==> config.mk <==
export PLATFORM = sky130hd
export DESIGN_NAME = dmem_write_buffer
export DESIGN_NICKNAME = d
export VERILOG_FILES = /design/src/rtl/dmem_pkg.sv /design/src/rtl/dmem_write_buffer_wbuf_fifo.sv /design/src/rtl/dmem_write_buffer.sv
export SDC_FILE = /design/constraint.sdc
export NUM_CORES = 1
export LEC_CHECK = 0
export CAP_MARGIN = 20
export CORE_MARGIN = 2
export CORE_UTILIZATION = 50
export CTS_CLUSTER_DIAMETER = 30
export DETAILED_ROUTE_END_ITERATION = 6
export PLACE_DENSITY = 0.71
export SLEW_MARGIN = 20
export SYNTH_ARGS = -nofsm -noshare
export SYNTH_HDL_FRONTEND = slang
export SYNTH_SLANG_ARGS = --single-unit
==> constraint.sdc <==
create_clock -name clk -period 10.99 [get_ports clk]
set_clock_uncertainty 0.1 [all_clocks]
set_input_delay 1.099 -clock clk [delete_from_list [all_inputs] [get_ports clk]]
set_output_delay 1.099 -clock clk [all_outputs]
set_load 0.02 [all_outputs]
==> src/rtl/dmem_pkg.sv <==
// Shared definitions for the data-memory write buffer.
//   state_e : read-path FSM states
//   BUS_RD / BUS_WR : encoding of bus_req_we
package dmem_pkg;

  typedef enum logic [1:0] {
    IDLE    = 2'd0,
    RD_REQ  = 2'd1,
    RD_WAIT = 2'd2,
    RD_DONE = 2'd3
  } state_e;

  localparam logic BUS_RD = 1'b0;
  localparam logic BUS_WR = 1'b1;

  // Byte address of a word index (low two bits forced to zero).
  function automatic logic [31:0] word_to_byte(input logic [29:0] word);
    return {word, 2'b00};
  endfunction

endpackage

==> src/rtl/dmem_write_buffer_wbuf_fifo.sv <==
// wbuf_fifo: DEPTH-entry store FIFO of {word address, data} with a parallel
// address-match port.
//   clk, rst          clock / async active-high reset
//   push_i, push_*_i  write a new entry at the tail
//   pop_i             retire the head entry
//   head_*_o          current head entry (oldest)
//   full_o, empty_o   occupancy flags
//   match_word_i      word address to look up
//   hit_o, hit_idx_o  some valid entry matches; index of the youngest match
//   rd_idx_i/rd_data_o  combinational data read port
module wbuf_fifo
  import dmem_pkg::*;
#(
  parameter int DEPTH = 4,
  parameter int WW    = 30,
  parameter int DW    = 32,
  localparam int PW   = $clog2(DEPTH)
) (
  input  logic          clk,
  input  logic          rst,
  input  logic          push_i,
  input  logic [WW-1:0] push_word_i,
  input  logic [DW-1:0] push_data_i,
  input  logic          pop_i,
  output logic [WW-1:0] head_word_o,
  output logic [DW-1:0] head_data_o,
  output logic          full_o,
  output logic          empty_o,
  input  logic [WW-1:0] match_word_i,
  output logic          hit_o,
  output logic [PW-1:0] hit_idx_o,
  input  logic [PW-1:0] rd_idx_i,
  output logic [DW-1:0] rd_data_o
);

  logic [PW:0]   wr_ptr_q, rd_ptr_q;
  logic [PW:0]   count_s;
  logic [WW-1:0] word_mem_q [DEPTH];
  logic [DW-1:0] data_mem_q [DEPTH];

  // Pointer and storage update; pointers carry one extra wrap bit.
  always_ff @(posedge clk or posedge rst) begin
    if (rst) begin
      wr_ptr_q <= '0;
      rd_ptr_q <= '0;
      for (int i = 0; i < DEPTH; i++) begin
        word_mem_q[i] <= '0;
        data_mem_q[i] <= '0;
      end
    end else begin
      if (push_i) begin
        word_mem_q[wr_ptr_q[PW-1:0]] <= push_word_i;
        data_mem_q[wr_ptr_q[PW-1:0]] <= push_data_i;
        wr_ptr_q <= wr_ptr_q + 1'b1;
      end
      if (pop_i) begin
        rd_ptr_q <= rd_ptr_q + 1'b1;
      end
    end
  end

  assign count_s     = wr_ptr_q - rd_ptr_q;
  assign empty_o     = (wr_ptr_q == rd_ptr_q);
  assign full_o      = (wr_ptr_q[PW] != rd_ptr_q[PW]) &&
                       (wr_ptr_q[PW-1:0] == rd_ptr_q[PW-1:0]);
  assign head_word_o = word_mem_q[rd_ptr_q[PW-1:0]];
  assign head_data_o = data_mem_q[rd_ptr_q[PW-1:0]];
  assign rd_data_o   = data_mem_q[rd_idx_i];

  // Scan oldest to youngest so the last match (youngest) wins.
  always_comb begin
    logic [PW-1:0] idx_s;
    hit_o     = 1'b0;
    hit_idx_o = '0;
    idx_s     = '0;
    for (int k = 0; k < DEPTH; k++) begin
      idx_s = rd_ptr_q[PW-1:0] + k[PW-1:0];
      if (((PW+1)'(k) < count_s) && (word_mem_q[idx_s] == match_word_i)) begin
        hit_o     = 1'b1;
        hit_idx_o = idx_s;
      end else begin
        hit_o     = hit_o;
      end
    end
  end

endmodule

==> src/rtl/dmem_write_buffer.sv <==
// dmem_write_buffer: posts core stores into a write buffer, forwards loads
// from it, and issues bus reads on load misses while stalling the core.
//   clk, rst                      clock / async active-high reset
//   dmem_we/re/addr/wdata, rdata  single-cycle core data port
//   stall                         core must hold all state this cycle
//   bus_req_*                     valid/ready request channel to memory
//   bus_rsp_valid/rdata           read response (one pulse per read)
module dmem_write_buffer
  import dmem_pkg::*;
#(
  parameter int DEPTH = 4,
  parameter int AW    = 32,
  parameter int DW    = 32
) (
  input  logic          clk,
  input  logic          rst,
  input  logic          dmem_we,
  input  logic          dmem_re,
  input  logic [AW-1:0] dmem_addr,
  input  logic [DW-1:0] dmem_wdata,
  output logic [DW-1:0] dmem_rdata,
  output logic          stall,
  output logic          bus_req_valid,
  input  logic          bus_req_ready,
  output logic          bus_req_we,
  output logic [AW-1:0] bus_req_addr,
  output logic [DW-1:0] bus_req_wdata,
  input  logic          bus_rsp_valid,
  input  logic [DW-1:0] bus_rsp_rdata
);

  localparam int WW = AW - 2;
  localparam int PW = $clog2(DEPTH);

  state_e        state_q, state_d;
  logic [DW-1:0] rdata_q, rdata_d;
  logic [WW-1:0] rd_word_q, rd_word_d;
  logic          drain_hold_q, drain_hold_d;

  logic [WW-1:0] core_word_s, head_word_s;
  logic [DW-1:0] head_data_s, hit_data_s;
  logic          full_s, empty_s, hit_s, push_s, pop_s;
  logic [PW-1:0] hit_idx_s;
  logic          read_miss_s, stall_wr_s, fsm_stall_s;
  logic          unused_addr_s;

  assign core_word_s   = dmem_addr[AW-1:2];
  assign unused_addr_s = ^dmem_addr[1:0];
  assign read_miss_s   = dmem_re & ~hit_s;
  assign stall_wr_s    = dmem_we & full_s & ~pop_s;
  assign push_s        = dmem_we & ~stall_wr_s;
  assign stall         = stall_wr_s | fsm_stall_s;

  wbuf_fifo #(.DEPTH(DEPTH), .WW(WW), .DW(DW)) u_fifo (
    .clk          (clk),
    .rst          (rst),
    .push_i       (push_s),
    .push_word_i  (core_word_s),
    .push_data_i  (dmem_wdata),
    .pop_i        (pop_s),
    .head_word_o  (head_word_s),
    .head_data_o  (head_data_s),
    .full_o       (full_s),
    .empty_o      (empty_s),
    .match_word_i (core_word_s),
    .hit_o        (hit_s),
    .hit_idx_o    (hit_idx_s),
    .rd_idx_i     (hit_idx_s),
    .rd_data_o    (hit_data_s)
  );

  // FSM next state, bus request muxing and FSM-driven stall.
  always_comb begin
    state_d       = state_q;
    rdata_d       = rdata_q;
    rd_word_d     = rd_word_q;
    bus_req_valid = 1'b0;
    bus_req_we    = BUS_RD;
    bus_req_addr  = {rd_word_q, 2'b00};
    bus_req_wdata = '0;
    pop_s         = 1'b0;
    fsm_stall_s   = 1'b0;
    case (state_q)
      IDLE: begin
        // A drain already on the bus must stay until accepted, even if a
        // miss is waiting; otherwise a miss takes the bus first.
        if (drain_hold_q || (!read_miss_s && !empty_s)) begin
          bus_req_valid = 1'b1;
          bus_req_we    = BUS_WR;
          bus_req_addr  = {head_word_s, 2'b00};
          bus_req_wdata = head_data_s;
          pop_s         = bus_req_ready;
          fsm_stall_s   = read_miss_s;
        end else if (read_miss_s) begin
          bus_req_valid = 1'b1;
          bus_req_we    = BUS_RD;
          bus_req_addr  = {core_word_s, 2'b00};
          rd_word_d     = core_word_s;
          fsm_stall_s   = 1'b1;
          state_d       = bus_req_ready ? RD_WAIT : RD_REQ;
        end else begin
          state_d = IDLE;
        end
      end
      RD_REQ: begin
        bus_req_valid = 1'b1;
        bus_req_we    = BUS_RD;
        bus_req_addr  = {rd_word_q, 2'b00};
        fsm_stall_s   = 1'b1;
        if (bus_req_ready) begin
          state_d = RD_WAIT;
        end else begin
          state_d = RD_REQ;
        end
      end
      RD_WAIT: begin
        fsm_stall_s = 1'b1;
        if (bus_rsp_valid) begin
          rdata_d = bus_rsp_rdata;
          state_d = RD_DONE;
        end else begin
          state_d = RD_WAIT;
        end
      end
      RD_DONE: begin
        state_d = IDLE;
      end
      default: begin
        state_d = IDLE;
      end
    endcase
    drain_hold_d = bus_req_valid & (bus_req_we == BUS_WR) & ~bus_req_ready;
  end

  // Load data: captured bus data during RD_DONE, else forwarded FIFO data.
  always_comb begin
    if (state_q == RD_DONE) begin
      dmem_rdata = rdata_q;
    end else if (dmem_re && hit_s) begin
      dmem_rdata = hit_data_s;
    end else begin
      dmem_rdata = '0;
    end
  end

  // FSM and read-path registers.
  always_ff @(posedge clk or posedge rst) begin
    if (rst) begin
      state_q      <= IDLE;
      rdata_q      <= '0;
      rd_word_q    <= '0;
      drain_hold_q <= 1'b0;
    end else begin
      state_q      <= state_d;
      rdata_q      <= rdata_d;
      rd_word_q    <= rd_word_d;
      drain_hold_q <= drain_hold_d;
    end
  end

endmodule

==> results of run 1 <==
[worst max-delay path by stage]
stage	endpoint	start	slack, ps
after floorplan	drain_hold_q	rst	960
after global placement	bus_req_addr[31]	u_fifo.rd_ptr_q[0]	2650
after detailed placement	bus_req_addr[31]	u_fifo.rd_ptr_q[0]	2470
after CTS	bus_req_addr[31]	u_fifo.rd_ptr_q[0]	1800
after global routing	bus_req_addr[31]	u_fifo.rd_ptr_q[0]	1390
final	dmem_rdata[28]	u_fifo.rd_ptr_q[0]	1860
[logic make-up (layout without fill, tap and decap cells)]
logic type / count (synthesis) / in the layout / synth area share [%]
other: 1 / 4 / 0.0178
adder cells (fa/ha/maj): 12 / 12 / 0.749
AO/OA/AOI/OAI: 290 / 290 / 10.9
AND/OR/NAND/NOR: 176 / 176 / 4.72
flip-flops: 319 / 319 / 37.9
multiplexers: 547 / 547 / 35.3
XOR/XNOR: 117 / 117 / 4.94
buffers and inverters: 214 / 436 / 5.43
[synthesized netlist by cell type (7+ instances only)]
master,instances
ha_1,11
dfrtp_1,319
o221ai_1,23
mux2_2,341
nor4_1,8
buf_2,22
buf_1,10
a2bb2oi_1,7
nand2_1,54
nand4_1,18
o21a_1,13
o22ai_1,49
xnor2_1,85
o221a_2,64
mux4_2,123
mux2i_1,83
clkbuf_1,81
nor2_1,16
xor2_1,31
inv_1,49
o21ai_0,24
nor3b_1,13
buf_4,17
a21oi_1,36
buf_6,33
o211ai_1,32
and3_1,33
[registers in the layout, summed over array words and instances (netlist names)]
name / count
u_fifo.rd_ptr_q: 3
u_fifo.wr_ptr_q: 3
state_q: 2
rd_word_q: 30
u_fifo.data_mem_q: 128
rdata_q: 32
u_fifo.word_mem_q: 120
drain_hold_q: 1
[report_power, final]
| group | switching, W | leakage (nW) | internal (W) | total, W |
|---|---|---|---|---|
| clock network | 0.000818 | 1.60 | 0.00197 | 0.00278 |
| logic | 0.00243 | 5.26 | 0.00271 | 0.00515 |
| registers | 0.000714 | 3.78 | 0.00179 | 0.00250 |
| total | 0.00397 | 10.6 | 0.00647 | 0.0104 |
[metal layers]
layer  vias up  GRT usage [%]  part of all wire (%)
li1       6798              -                     -
met1      8332           38.3                    40
met2       732           46.0                    48
met3       158           7.80                   8.8
met4         6           12.0                   3.4
met5         -              0                 0.068
[through the flow]
step | worst slack [ps] | total power (W) | instance area, um2
final | 1860 | 0.0104 | 26300
after global routing | 1390 | 0.0109 | 26300
after CTS | 1800 | 0.0104 | 26300
after detailed placement | 2470 | 0.00758 | 23000
after global placement | 2650 | 0.00744 | 23000
after floorplan | 963 | 0.00616 | 21100
[worst register-to-register path, cell delays in order, from the launching register on]
cell and delay [ps]:
dfrtp_4 1080, ha_4 740, buf_4 590, mux2i_1 410, o32ai_1 140, a2111o_1 430, a311oi_1 370, nand3_1 250
or2_1 280, buf_4 290, a41o_1 340, nand4_4 170, and3_2 800, buf_4 720, mux2_2 440
[cells in the final DEF, fill, tap and decap left out, drive strengths merged, types with 5 or more instances in the layout]
cell type,synthesis,final
and3,33,33
mux2i,83,83
nor4,8,8
a2bb2oi,7,7
buf,82,24
inv,50,53
xnor2,85,85
mux2,341,341
nor3,5,5
o211ai,32,32
a21oi,37,37
nand2,54,54
clkbuf,81,115
nor3b,13,13
o21ai,29,29
o21a,13,13
nand4,19,19
nand3,8,8
nor2,17,17
mux4,123,123
o221ai,23,23
clkdlybuf4s50,0,196
clkinvlp,0,5
dfrtp,319,319
o22ai,49,49
clkinv,1,27
xor2,31,31
o221a,64,64
ha,11,11
o2111ai,6,6
bufinv,0,16
[layout make-up]
cell class | instances | share of cell area, %
Antenna cell | 2 | 0.0190
Clock buffer | 115 | 9.41
Clock inverter | 50 | 3.12
Inverter | 51 | 0.757
Multi-Input combinational cell | 1144 | 45.6
Sequential cell | 319 | 30.4
Tap cell | 539 | 2.57
Timing Repair Buffer | 220 | 8.17
==> metrics.txt, run 1 <==
status completed; total grt overflow 0; final std cells w/o fill 2440; clock tree from TritonCTS yes; reg2reg end u_fifo.word_mem_q[24]; post-route clock period utilization between 80 and 90%; Hold EP rd_word_q[21]; Top FF cell, synth dfrtp_1; f_max 0.110 GHz; Hold Path Origin rd_word_q[21]; DRC 0; Syn-to-layout area delta 24.8%; Buf/Inv on CP 3; Max-slew headroom 23.5%; P_leak 10.6 nW; Power Density 397 nW/um2; FF-to-FF setup slack 3710 ps; die area 43800 um2; register area share after synthesis 37.9%; Mapped Area 21100 um2; worst skew pair latency around 630 ps; Setup Fix Bufs, Post-CTS 0; R2R depth 14; critical path's slowest cell dfrtp_4; Reg area between 7000 and 8000 um2; total number of H-tree levels 3; Initial Util 50.4%; Die Ht between 200 and 250 um; Crit path top cell by count buf_4; Hold Fails Final Rpt 0; final core occ 62.9%; PostCTS Resize Cnt 0; family with the most delay on the worst path buffers and inverters; final hold slack 382 ps; setup_tns 0 ps; Cell variety after synth 73; share of layout cells above drive strength 1 38.5%; Ports 201; clock root buffer clkbuf_16; die width 209 um; synthesized instance count 1676; clock-pin transition on the worst setup and hold timing paths 40 ps; total CTS buffers 88; post-synth top area share 37.9%; footprint of the multi-input gates 12000 um2; GP Congestion 0.909; worst setup path class reg -> out; HP Class reg -> reg; Final nets 1938; Layout fillers 3155; first-pass GRT wire length 97.9 mm; CP Depth 13; # setup viols final 0; number of global-route vias before repair 16500; Final Max Slew Viols 0; Ys Warns 0; Setup crit end kind output pin; startpoint type of the worst setup path flip-flop; overall routing resource usage 29.2%; cell count after placement roughly 2300; 1st-iter DRT viols around 1600; Port Buffer Count 196; Antenna Violating Nets Remaining 0; pin count of the biggest net entering global routing 107; FP Rows 75; critical path peak fanout 65; worst-margin pin slew between 1000 and 1500 ps; worst hold stages 2; async set-or-reset flop fraction in the synthesized netlist 100%; Core Region 41800 um2; final WL 63.6 mm; EDFF count, synth 0; largest cells by area after synthesis dfrtp_1 38%, mux2_2 18%, mux4_2 13%; CTS max path bufs 3; initial antenna violation count 6; drt first pass iters 5; crit path DAT 7930 ps; Final Critical Period 9130 ps; routed length per placed instance 26.1 um; Worst R2R Start u_fifo.rd_ptr_q[0]; Hold Buf Count CTS 0; WP data required a little under 10000 ps; max cap viols 0; area leader, netlist dfrtp_1; vias per cell 6.57; worst path cell trace buf_4 > buf_4 > mux4_2 > xnor2_1 > nand3_1 > nor4_1 > nand2_1 > a21boi_0 > a311o_1 > and4bb_2 > o221ai_1 > o211ai_1 > clkdlybuf4s50_1; DP HPWL 38.3 mm; number of synthesized register bits 319; Worst VDD drop 0.213 mV; Sinks on Clock Net between 300 and 400; Avg Cell Area, Syn roughly 13 um2; routed vias 16000; RSZ-0062 raised after global routing no; CP max stage delay roughly 1100 ps
Note: power is estimated with default switching activity, not from simulation.
==> run 2, diff against run 1 <==
--- a/config.mk
+++ b/config.mk
@@ -10,7 +10,7 @@
 export CORE_UTILIZATION = 50
 export CTS_CLUSTER_DIAMETER = 30
 export DETAILED_ROUTE_END_ITERATION = 6
-export PLACE_DENSITY = 0.71
+export PLACE_DENSITY = 0.74
 export SLEW_MARGIN = 20
 export SYNTH_ARGS = -nofsm -noshare
 export SYNTH_HDL_FRONTEND = slang
==> constraint.sdc (replaced) <==
create_clock -name clk -period 7.85 [get_ports clk]
set_clock_uncertainty 0.1 [all_clocks]
set_input_delay 0.785 -clock clk [delete_from_list [all_inputs] [get_ports clk]]
set_output_delay 0.785 -clock clk [all_outputs]
set_load 0.02 [all_outputs]
==> run 2 against run 1 <==
Compared with the run above:
- via count up 1.1%
- flip-flop and latch count unchanged
- setup slack worse by 1400 ps
- global-route usage down 0.35 points
- register-to-register slack worse by 1800 ps
- non-clock buffer count up 12
- largest cell class unchanged
- largest power group unchanged
==> metrics.txt, run 2 (synthesis gave the netlist of run 1 again) <==
worst-margin pin slew 1040 ps; internal power 0.00885 W; Setup Fix Bufs, Post-CTS 0; startpoint type of the worst setup path flip-flop; fin area 26100 um2; Syn-to-layout area delta 24.0%; Final nets approximately 1900; sequential power share 23.7%; critical path peak fanout 55; combinational share of power 51.6%; Hold Fails Final Rpt 0; FF-to-FF setup slack 1870 ps; reg2reg end u_fifo.word_mem_q[23]; status completed; Final Critical Period 7380 ps; most frequent cells in the layout 341 x mux2_2, 317 x dfrtp_1, 196 x clkdlybuf4s50_1; crit path DAT 6500 ps; critical path's slowest cell buf_4; routed vias roughly 16000; post-route clock period utilization 94.0%; PostCTS Resize Cnt 0; DRC 0; number of global-route vias before repair 16600; Max-slew headroom a little under a third; clock-pin transition on the worst setup and hold timing paths around 40 ps; worst skew pair latency about 610 ps; R2R depth 12; # setup viols final 0; worst hold stages 2; P_sw 0.00545 W; final core occ a little over three fifths; routed length per placed instance 25.9 um; Die Ht between 200 and 250 um; Placed Area 23200 um2; WP data required 6960 ps; Port Buffer Count approximately 200; die area around 44000 um2; Antenna Violating Nets Remaining 0; total grt overflow 0; initial antenna violation count 6; worst path cell trace buf_4 > clkinvlp_4 > mux2i_1 > o22ai_1 > a211o_1 > or4_1 > or2_1 > a311o_1 > and4bb_2 > buf_4 > o221ai_1 > o211ai_1 > clkdlybuf4s50_1; 1st-iter DRT viols 1631; CTS max path bufs 3; vias per cell 6.65; Initial Util 50.4%; FP Rows 75; Setup crit end kind output pin; share of layout cells above drive strength 1 38.4%; DP HPWL 38.3 mm; final hold slack 386 ps; overall routing resource usage 28.8%; Final Max Slew Viols 0; pin count of the biggest net entering global routing 180; Ports 201; total number of H-tree levels 3; Power Density 548 nW/um2; CP max stage delay 720 ps; RSZ-0062 raised after global routing no; Hold EP rd_word_q[19]; P_leak 10.6 nW; drt first pass iters 6; total power 0.0143 W; Sw Share a little under two fifths; Core Region between 40000 and 50000 um2; clock tree from TritonCTS yes; GP Congestion approximately 0.90; commonest non-fill, non-tap cell in the layout mux2_2; clock root buffer clkbuf_16; die width ~210 um; final WL 63.0 mm; Crit path top cell by count buf_4; setup_tns 0 ps; total CTS buffers 83; Sinks on Clock Net 319; Top reg by flops u_fifo.data_mem_q; first-pass GRT wire length 97.2 mm; Worst R2R Start u_fifo.rd_ptr_q[0]; Regs by FF count u_fifo.data_mem_q: 128 flops, u_fifo.word_mem_q: 120 flops, rdata_q: 32 flops; Worst VDD drop approximately 0.35 mV; Layout fillers between 3000 and 4000; f_max 0.135 GHz; clock group share of total power between 20% and 30%; HP Class reg -> reg; max cap viols 0; Hold Buf Count CTS 0; Hold Path Origin rd_word_q[19]; worst setup path class reg -> out; max reg flops roughly 130
run 2: power groups by stage:
| stage | clock [W] | combinational, W | sequential [W] |
|---|---|---|---|
| global route | 0.00366 | 0.00781 | 0.00350 |
| global placement | 0 | 0.00716 | 0.00326 |
| CTS | 0.00357 | 0.00736 | 0.00335 |
| floorplan | 0 | 0.00556 | 0.00307 |
| detailed placement | 0 | 0.00727 | 0.00335 |
| finish | 0.00353 | 0.00738 | 0.00340 |
run 2: final cells by class:
cell class	count	area (um2)	share of cell area, %
flip-flops and latches	319	7990	30.6
inverters	51	199	0.762
clock inverters	37	519	1.99
multi-input cells	1144	12000	45.8
well taps	539	674	2.58
clock buffers	112	2420	9.26
diodes	2	5.00	0.0192
repair buffers	232	2330	8.93
run 2: worst max-delay path by stage:
stage	to	start	cells past startpoint
3_3_place_gp	dmem_rdata[31]	u_fifo.rd_ptr_q[0]	13
5_1_grt	bus_req_addr[7]	u_fifo.rd_ptr_q[0]	13
4_1_cts	dmem_rdata[31]	u_fifo.rd_ptr_q[0]	13
3_5_place_dp	dmem_rdata[31]	u_fifo.rd_ptr_q[0]	13
2_1_floorplan	drain_hold_q	rst	1
6_report	dmem_rdata[31]	u_fifo.rd_ptr_q[0]	13
run 2: worst max-delay path: cells and delay by family, from the launching register on:
kind	cells	cell delay [ps]
buf+inv	4	2450
simple gates	3	1340
compound gates	5	1210
flops	1	540
mux	1	310
run 2: per-stage QoR:
stage / std cells / worst slack, ps
final: 2436 / 467
after floorplan: 1677 / 2710
after global routing: 2436 / 120
after CTS: 2434 / 325
after global placement: 2285 / 1030
after detailed placement: 2285 / 999
run 2: routing by layer:
metal / part of all wire [%] / wire (um) / global-route usage [%] / vias to the layer above
met5: 0.056 / 35 / 0 / -
met3: 9.2 / 5790 / 7.36 / 176
met1: 40 / 25000 / 38.2 / 8348
li1: - / - / - / 6813
met2: 47 / 29700 / 44.4 / 855
met4: 4.0 / 2500 / 14.0 / 6
==> run 3, diff against run 2 <==
==> constraint.sdc (replaced) <==
create_clock -name clk -period 6.41 [get_ports clk]
set_clock_uncertainty 0.1 [all_clocks]
set_input_delay 0.641 -clock clk [delete_from_list [all_inputs] [get_ports clk]]
set_output_delay 0.641 -clock clk [all_outputs]
set_load 0.02 [all_outputs]
==> run 3 against run 2 <==
Compared with the run above:
- first-iteration DRC count rose by 5.1%
- hold slack worse by 88 ps
- global-route usage increased by 0.51 points
- critical path depth increased by 1
- non-clock buffer count rose by 33
- register-to-register slack worse by 610 ps
- core utilization rose by 2.1 points
- routed wire length grew 1.4%
- total power up 28%
- combinational power rose by 25%
- clock-buffer cell count shrank 7
- cell count rose by 1.9%
- critical path type unchanged
- critical endpoint is now bus_req_addr[13]
- largest cell class unchanged
==> metrics.txt, run 3 (synthesis gave the netlist of run 1 again) <==
status completed; Top reg by flops u_fifo.data_mem_q; GR Util met2 44.7%; clock tree from TritonCTS yes; Port Buffer Count 196; Syn-to-layout area delta 28.1%; share of layout cells above drive strength 1 approximately 40%; Final Max Slew Viols 0; 1st-iter DRT viols around 1700; vias per cell 6.56; total power 0.0183 W; GR Util met3 9.21%; routed vias 16300; pre-CTS setup slack 468 ps; die area 43800 um2; Worst VDD drop around 0.41 mV; Setup crit end kind output pin; clock root buffer clkbuf_16; worst setup path class reg -> out; GRT met1 Usage 38.1%; total number of H-tree levels 3; cell count after placement 2314; routed length per placed instance between 20 and 30 um; critical path peak fanout 30; total CTS buffers 86; post-route clock period utilization 98.3%; first-pass GRT wire length 98.7 mm; Core Region 41800 um2; # setup viols final 0; clock-pin transition on the worst setup and hold timing paths 40 ps; Die Ht 209 um; commonest non-fill, non-tap cell in the layout mux2_2; number of global-route vias before repair between 15000 and 20000; worst-margin pin slew 1190 ps; CTS max path bufs 3; total grt overflow 0; f_max 0.159 GHz; overall routing resource usage 29.3%; Ports roughly 200; FP Rows 75; Hold Buf Count CTS 0; busiest grt layer met2; pin count of the biggest net entering global routing 149; initial antenna violation count 8; Power Density around 680 nW/um2; Final Critical Period 6300 ps; crit path DAT 5560 ps; GP Congestion around 0.94; Layout fillers around 3000; DRC 0; Sinks on Clock Net 319; max cap viols 0; Final nets 1981; startpoint type of the worst setup path flip-flop; DP HPWL 39.3 mm; Final WS setup 108 ps; Regs by FF count u_fifo.data_mem_q: 128 flops, u_fifo.word_mem_q: 120 flops, rdata_q: 32 flops; worst skew pair latency 610 ps; RSZ-0062 raised after global routing no; HP Class in -> async; setup_tns 0 ps; final WL 63.9 mm; most frequent cells in the layout 341 x mux2_2, 317 x dfrtp_1, 157 x clkdlybuf4s50_1; Hold Fails Final Rpt 0; max reg flops 128; Initial Util 50.4%; drt first pass iters 7; WP data required 5670 ps; die width around 210 um; P_leak 11.5 nW; Antenna Violating Nets Remaining 0; Max-slew headroom 20.7%; final std cells w/o fill 2483
## run 3: cell type report
class	count	area (um2)	area share (%)
antenna	4	10.0	0.0371
inverter	51	200	0.742
tap	539	674	2.50
timing repair buffer	265	2770	10.3
clock inverter	56	928	3.44
clock buffer	105	2420	8.97
multi-input combinational	1144	12000	44.4
sequential	319	7990	29.6
## run 3: path summary, 6_finish.rpt
check | start | to | cells after the start | slack [ps]
max | u_fifo.rd_ptr_q[0] | bus_req_addr[13] | 14 | 110
min | rst | rdata_q[21] | 2 | 300
max in group asynchronous | rst | u_fifo.word_mem_q[73] | 3 | 4630
min reg2reg | rd_word_q[21] | rd_word_q[21] | 2 | 380
max reg2reg | u_fifo.rd_ptr_q[0] | u_fifo.data_mem_q[11] | 13 | 1260
min in group clk | rd_word_q[21] | rd_word_q[21] | 2 | 380
## run 3: what timing repair did
item / 4_1_cts / 5_1_grt
setup endpoints to repair: 31 / 64
pin swaps: 1 / 2
buffers inserted: 2 / 2
resized for setup: 13 / 35
## run 3: routing by layer
layer	wire, um	vias up
li1	-	6898
met1	24800	8348
met2	29800	837
met3	6460	193
met4	2770	8
met5	50	-
## run 3: report_power, final
part           switching (W)  internal, W
sequential           0.00108      0.00307
combinational        0.00440      0.00481
clock                0.00133      0.00362
total                0.00682       0.0115
## run 3: metrics by stage
step | hold slack (ps) | util [%] | cell area [um2]
5_1_grt | 343 | 64.6 | 27000
3_5_place_dp | 372 | 56.2 | 23500
6_report | 298 | 64.6 | 27000
3_3_place_gp | 364 | 56.2 | 23500
2_1_floorplan | 351 | - | 21100
4_1_cts | 287 | 64.3 | 26800
## run 3: worst max-delay path, cell delays in order (launching register included)
cell and delay, ps:
dfrtp_4 520, ha_4 400, buf_12 260, mux2i_1 320, nor3_1 90, a2111o_1 420
a311oi_1 530, nand3_1 270, or2_1 370, and4_4 240, o41a_1 460, buf_12 240
o22ai_1 140, a21oi_1 80, clkdlybuf4s50_1 560
